$ cat config.mk
export PLATFORM = sky130hd
export DESIGN_NAME = div_unit
export DESIGN_NICKNAME = d
export VERILOG_FILES = /design/src/rtl/div_unit.sv
export SDC_FILE = /design/constraint.sdc
export NUM_CORES = 1
export LEC_CHECK = 0
export CORE_ASPECT_RATIO = 1.1
export CORE_MARGIN = 2
export CORE_UTILIZATION = 60
export CTS_CLUSTER_SIZE = 16
export DETAILED_ROUTE_END_ITERATION = 12
export GPL_TIMING_DRIVEN = 0
export PLACE_DENSITY = 0.82
export SYNTH_ARGS = -nofsm -noshare
export SYNTH_HDL_FRONTEND = slang
export SYNTH_SLANG_ARGS = --single-unit
$ cat constraint.sdc
create_clock -name clk -period 7.6 [get_ports clk]
set_clock_uncertainty 0.2 [all_clocks]
set_input_delay 2.28 -clock clk [delete_from_list [all_inputs] [get_ports clk]]
set_output_delay 2.28 -clock clk [all_outputs]
set_load 0.05 [all_outputs]
$ cat src/rtl/div_unit.sv
// Iterative radix-2 restoring divider for RV32M DIV/DIVU/REM/REMU.
// One quotient bit per cycle; special cases (divide by zero, MIN/-1) bypass the iteration.
module div_unit #(
    parameter int unsigned DATA_WIDTH = 32
) (
    input  logic                  clk,
    input  logic                  rst_n,
    input  logic                  start,
    input  logic [1:0]            funct3lo,
    input  logic [DATA_WIDTH-1:0] a,
    input  logic [DATA_WIDTH-1:0] b,
    input  logic                  flush,
    output logic                  busy,
    output logic                  done,
    output logic [DATA_WIDTH-1:0] res
);
    localparam int unsigned W     = DATA_WIDTH;
    localparam int unsigned CNT_W = $clog2(DATA_WIDTH + 1);
    localparam logic [W-1:0] MinVal = {1'b1, {(W-1){1'b0}}};

    typedef enum logic [1:0] {StIdle, StCalc, StFin} state_e;

    state_e         state_q, state_d;
    logic           rem_sel_q, rem_sel_d;
    logic           neg_quo_q, neg_quo_d;
    logic           neg_rem_q, neg_rem_d;
    logic [W-1:0]   dvs_q, dvs_d;
    logic [W:0]     rem_q, rem_d;
    logic [W-1:0]   quo_q, quo_d;
    logic [CNT_W-1:0] cnt_q, cnt_d;
    logic [W-1:0]   res_q, res_d;
    logic           done_q, done_d;

    logic           is_signed, a_neg, b_neg, div_zero, overflow;
    logic [W-1:0]   abs_a, abs_b;
    logic [W+1:0]   shifted, trial;
    logic           ge;

    assign is_signed = ~funct3lo[0];
    assign a_neg     = is_signed & a[W-1];
    assign b_neg     = is_signed & b[W-1];
    assign abs_a     = a_neg ? -a : a;
    assign abs_b     = b_neg ? -b : b;
    assign div_zero  = (b == '0);
    assign overflow  = is_signed & (a == MinVal) & (b == '1);

    // Extra top bit keeps the trial subtraction sign-correct for any unsigned divisor.
    assign shifted = {rem_q, quo_q[W-1]};
    assign trial   = shifted - {2'b00, dvs_q};
    assign ge      = ~trial[W+1];

    always_comb begin
        state_d   = state_q;
        rem_sel_d = rem_sel_q;
        neg_quo_d = neg_quo_q;
        neg_rem_d = neg_rem_q;
        dvs_d     = dvs_q;
        rem_d     = rem_q;
        quo_d     = quo_q;
        cnt_d     = cnt_q;
        res_d     = res_q;
        done_d    = 1'b0;

        unique case (state_q)
            StIdle: begin
                if (start && !flush) begin
                    rem_sel_d = funct3lo[1];
                    dvs_d     = abs_b;
                    cnt_d     = CNT_W'(W);
                    if (div_zero) begin
                        // Raw dividend, no sign fixup: REM returns a, DIV returns all ones.
                        quo_d     = '1;
                        rem_d     = {1'b0, a};
                        neg_quo_d = 1'b0;
                        neg_rem_d = 1'b0;
                        state_d   = StFin;
                    end else if (overflow) begin
                        quo_d     = MinVal;
                        rem_d     = '0;
                        neg_quo_d = 1'b0;
                        neg_rem_d = 1'b0;
                        state_d   = StFin;
                    end else begin
                        quo_d     = abs_a;
                        rem_d     = '0;
                        neg_quo_d = a_neg ^ b_neg;
                        neg_rem_d = a_neg;
                        state_d   = StCalc;
                    end
                end
            end
            StCalc: begin
                rem_d = ge ? trial[W:0] : shifted[W:0];
                quo_d = {quo_q[W-2:0], ge};
                cnt_d = cnt_q - CNT_W'(1);
                if (cnt_q == CNT_W'(1)) begin
                    state_d = StFin;
                end
            end
            StFin: begin
                if (rem_sel_q) begin
                    res_d = neg_rem_q ? -rem_q[W-1:0] : rem_q[W-1:0];
                end else begin
                    res_d = neg_quo_q ? -quo_q : quo_q;
                end
                done_d  = 1'b1;
                state_d = StIdle;
            end
            default: state_d = StIdle;
        endcase

        if (flush) begin
            state_d = StIdle;
            res_d   = res_q;
            done_d  = 1'b0;
        end
    end

    always_ff @(posedge clk or negedge rst_n) begin
        if (!rst_n) begin
            state_q   <= StIdle;
            rem_sel_q <= 1'b0;
            neg_quo_q <= 1'b0;
            neg_rem_q <= 1'b0;
            dvs_q     <= '0;
            rem_q     <= '0;
            quo_q     <= '0;
            cnt_q     <= '0;
            res_q     <= '0;
            done_q    <= 1'b0;
        end else begin
            state_q   <= state_d;
            rem_sel_q <= rem_sel_d;
            neg_quo_q <= neg_quo_d;
            neg_rem_q <= neg_rem_d;
            dvs_q     <= dvs_d;
            rem_q     <= rem_d;
            quo_q     <= quo_d;
            cnt_q     <= cnt_d;
            res_q     <= res_d;
            done_q    <= done_d;
        end
    end

    assign busy = (state_q != StIdle);
    assign done = done_q;
    assign res  = res_q;

endmodule

# [Word-level counts from Yosys, hierarchy flattened]
# Cells that the tools add are included.
[totals] ram_bits=0 memories=0 in_bits=70 ff_bits=141 latch_bits=0 rom_bits=0 output_inout_bits=34
[op_classes] mux=27 shifts=0 bitwise_logic=8 n_reduce_logical=10 magnitude_cmp=0 mul=0 div_mod_pow=0 n_eq_ne=8 add_sub_neg=6
[ops] cell="32-bit 2-to-1 mux" n=9
[ops] cell="32-bit negation" n=4
[ops] cell="33-bit 2-to-1 mux" n=2
[ops] cell="33-bit case mux with 2 select lines" n=1
[ops] cell="32-bit == test, second input constant" n=2
[ops] cell="32-bit case mux with 2 select lines" n=1
[ops] cell="34-bit by 32-bit subtractor with 34-bit output" n=1
[ops] cell="32-bit zero test" n=1
[ops] cell="6-bit case mux with 2 select lines" n=1
[ops] cell="2-bit 2-to-1 mux" n=5
[ops] cell="2-bit AND reduction" n=4
[ops] cell="6-bit by 1-bit == test with 1-bit output, second input constant" n=1
[ops] cell="1-bit 2-to-1 mux" n=6
[ops] cell="6-bit 2-to-1 mux" n=1
[ops] cell="3-bit != test, second input constant" n=2
[ops] cell="6-bit by 1-bit subtractor with 6-bit output, second input constant" n=1
[ops] cell="1-bit bitwise AND" n=4
[ops] cell="2-bit case mux with 2 select lines" n=1
[ops] cell="2-bit nonzero test" n=2
[ops] cell="1-bit NOT" n=3
[ops] cell="2-bit by 1-bit == test with 1-bit output, second input constant" n=1
[ops] cell="2-bit == test, second input constant" n=1
[ops] cell="2-bit zero test" n=1
[ops] cell="2-bit != test, second input constant" n=1
[ops] cell="3 further kinds" n=3

# [Depth between registers and ports, before layout]
[logic_depth] depth_word=8 mapped_depth=15

# [Worst setup path after synthesis]
# OpenSTA, ideal clock, no wires.
[synth_timing] kind="input-to-reg" startpoint="input port b[0]" endpoint="register rem_q[24]" arrival_time_ns=4.849 required_time_ns=7.318 path_buffers=2 path_stages=13 path_slack_ns=2.469 path_cell_list="inv_1 -> ha_1 -> nand2_1 -> or4_4 -> nor4_4 -> and2_1 -> nand2_1 -> or4_1 -> clkbuf_1 -> nor2_2 -> buf_4 -> a21oi_1 -> a31oi_1"
[synth_via] elab_chain_cells=4
[synth_rtl] element="start: declaration" line_no="11" source="input logic [DATA_WIDTH-1:0] b,"
[synth_rtl] element="32-bit zero test" line_no="44" source="assign div_zero = (b == '0);"
[synth_rtl] element="32-bit 2-to-1 mux" line_no="70" source="if (div_zero) begin"
[synth_rtl] element="33-bit 2-to-1 mux" line_no="66" source="if (start && !flush) begin"
[synth_rtl] element="33-bit case mux with 2 select lines" line_no="64" source="unique case (state_q)"
[synth_rtl] element="end signal: assignment" line_no="137" source="rem_q <= rem_d;"
[synth_rtl] element="end: declaration" line_no="28" source="logic [W:0] rem_q, rem_d;"
# No other way between the ends. The select of a mux whose other input is x is not followed.
# A chain may end at the register's enable or synchronous reset.

# [Final worst setup path]
[layout_timing] startpoint="input port b[0]" endpoint="register quo_q[29]"
[layout_via] elab_chain_cells=6
[layout_rtl] element="32-bit == test" line_no="45" source="assign overflow = is_signed & (a == MinVal) & (b == '1);"
[layout_rtl] element="1-bit bitwise AND" line_no="45"
[layout_rtl] element="32-bit 2-to-1 mux" line_no="77" source="end else if (overflow) begin"
[layout_rtl] element="32-bit 2-to-1 mux *" line_no="70"
[layout_rtl] element="32-bit 2-to-1 mux *" line_no="66"
[layout_rtl] element="32-bit case mux with 2 select lines *" line_no="64"
[layout_rtl] element="end signal: assignment" line_no="138" source="quo_q <= quo_d;"
[layout_rtl] element="end: declaration" line_no="29" source="logic [W-1:0] quo_q, quo_d;"
# Every way passes the cells marked *; elsewhere a longest branch is shown, timed or not. The select of a mux whose other input is x is not followed.

==> run metrics <==
status=finished clean; Routed wire per std cell=18.82 microns; P_leak=5.230 nW; Final ANT Viol Nets=0; die height=143.7 microns; Detailed Place HPWL=25.02 mm; Final Hold Violating Endpoints=0; Slew headroom=0.2773; Inserted Clock Buffers=17; Setup-failing EPs final=0; fin. max-slew vios=0; Max-cap violations=0; number of post-CTS setup repair buffers=0; layout cell share with drive strength beyond 1=0.04990; # fillers=1442; core area=17550 sq um; cell total after placement=1669; DIE WIDTH=131.0 microns; pwr dens=419.2 nW/um^2; CP Class=primary input to flop; Syn Std Cell Area=10650 sq um; Antenna Cells=0; # clock sinks=141; post-synthesis sequential area ratio=0.3313; most common cell after layout, fill and taps aside=o21ai_0; Yosys warning total=0; initial antenna violation count=0; Detailed Route WL=32.01 mm; largest cells by area after synthesis=dfrtp_1 33%, o21ai_0 8.6%, xnor2_1 6.2%; flop-to-flop setup slack=3.05 ns; Initial Util=0.6070; hold path cells=2; worst path arrival time=6.09 ns; DRC=0; port bufs=103; most used cells in the layout excluding fill and tap cells=184 x o21ai_0, 173 x nand2_1, 141 x dfrtp_1, 102 x clkdlybuf4s50_1, 90 x a21oi_1; syn avg cell area=8.027 sq um; top cell family by delay on the critical path=simple AND/OR/NAND/NOR gates; prevailing post-synth register cell=dfrtp_1; min-delay worst type=flop to flop; Post-synth EDFFs=0; Levels on crit path=14; Yosys top cell area share=0.3313; All-Layer GR Usage=0.3475; Setup TNS=0 ns; first-pass GRT wire length=50.16 mm; fin cells=1701; Net Count, Synth=1437; FMAX=168.2 MHz; Max Root-Sink Buffers=2; # IOs=104; RSZ-0062 raised after global routing=false; area leader, netlist=dfrtp_1; hold_ws=0.2758 ns; slowest cell on the critical path=or4_1; crit end category=flop; grt total ovfl=0; DRT iter0 DRCs=890; CTS tree=done; most used cell, CP=nand2_1; Tmin final=5.946 ns; clock transition at the registers of the reported paths=0.06 ns; H-tree Lvls=4; CP Launch Type=primary input; post-CTS sizing=0; Yosys reg bits=141; largest net degree at the start of global routing=103; Peak supply drop=0.2054 mV; Std-Cell Rows=51; Post-Synthesis Cells=1327; fin nets=1560; vias in the first global route=9762; largest fanout on the critical path=10; # hold bufs at CTS=0; clock latency on the worst-skew pair=0.44 ns; Avg Vias per Cell=6.141; critical path's largest stage delay=0.56 ns; Worst Max-Slew Pin Slew=1.076 ns; GP Congestion=0.9967; Cell variety after synth=63; root buffer cell=clkbuf_16; R2R cell count=13; WP data required=7.75 ns; via count=10450; P&R area growth vs syn=18.90%; Async S/R FF share, synth=1.000; Initial DRT Pass Iterations=5; worst path cell trace=clkdlybuf4s50_1 > inv_1 > ha_1 > nand2_1 > or4_4 > nor4_4 > and2_1 > nand2_1 > or4_1 > clkbuf_1 > nor2_2 > buf_2 > a221oi_1 > o21ai_0; fin crit share=0.7823; die area=18840 sq um; CP Buf/Inv Count=4
per-layer routing:
metal,global-route usage,wire [microns]
met1,0.4183,12470
met2,0.5904,15670
met3,0.05994,2245
met4,0.1831,1623
met5,0,0
cells by family after synthesis:
| logic type | share of synthesized area |
|---|---|
| muxes | 0.02056 |
| AOI/OAI and AO/OA | 0.2490 |
| buffers and inverters | 0.04840 |
| adders and majority gates | 0.04769 |
| DFF | 0.3313 |
| xor gates and xnor gates | 0.1151 |
| and+or+nand+nor | 0.1879 |
Yosys cell counts (12+ instances only):
library cell,number
a211oi_1,12
a21o_1,14
a21oi_1,90
a221oi_1,39
a31oi_1,13
and3_1,22
clkbuf_1,57
dfrtp_1,141
ha_1,39
inv_1,57
mux2_2,15
nand2_1,173
nand2b_1,16
nand3_1,23
nor2_1,86
nor3_1,20
nor4_1,14
o21ai_0,184
o31ai_1,25
o41ai_1,15
or3_1,15
or4_1,12
xnor2_1,75
xor2_1,65
state kept, by name (all words and copies together) (netlist names):
| name | cells |
|---|---|
| rem_q | 33 |
| dvs_q | 32 |
| quo_q | 32 |
| res | 32 |
| cnt_q | 6 |
| state_q | 2 |
| done | 1 |
| neg_quo_q | 1 |
| neg_rem_q | 1 |
| rem_sel_q | 1 |
cell type report:
class,instances,area (sq um),area share
inverters,57,214.0,0.01689
repair buffers,104,1060,0.08368
clock buffers,18,439.2,0.03468
plain buffers,75,301.5,0.02381
clock inverters,14,216.5,0.01709
well taps,238,297.8,0.02351
multi-input cells,1054,6608,0.5217
flip-flops and latches,141,3528,0.2786
worst register-to-register path: stages, from the launching register on:
cell and delay (ns):
dfrtp_1 0.54, ha_1 0.48, and3_1 0.24, nand3_1 0.09, a21o_1 0.20, a21oi_1 0.14
o21ai_0 0.15, a211o_1 0.38, a31o_2 0.26, nor3_2 0.67, buf_4 0.33, mux2_2 0.35
a221oi_1 0.30, nor2_1 0.11
worst paths after layout:
path,from,to
min,dvs_q[10],dvs_q[10]
min reg2reg,dvs_q[10],dvs_q[10]
max in group asynchronous,rst_n,dvs_q[10]
max reg2reg,rem_q[7],rem_q[13]
max,b[0],quo_q[29]
min in group asynchronous,rst_n,quo_q[8]
through the flow:
step / cell area, sq um / util / setup WS [ns] / total power [mW]
6_report: 12660 / 0.7217 / 1.654 / 5.310
2_1_floorplan: 10650 / - / 2.469 / 3.469
3_3_place_gp: 11980 / 0.6827 / -1.357 / 4.230
5_1_grt: 12660 / 0.7217 / 1.439 / 5.660
3_5_place_dp: 12010 / 0.6843 / 1.248 / 4.297
4_1_cts: 12660 / 0.7217 / 1.682 / 5.256
power by group:
part | internal, mW | switching [mW]
clock network | 0.590 | 0.336
logic | 1.21 | 1.75
registers | 1.03 | 0.385
total | 2.84 | 2.47
Note: power is estimated with default switching activity, not from simulation.
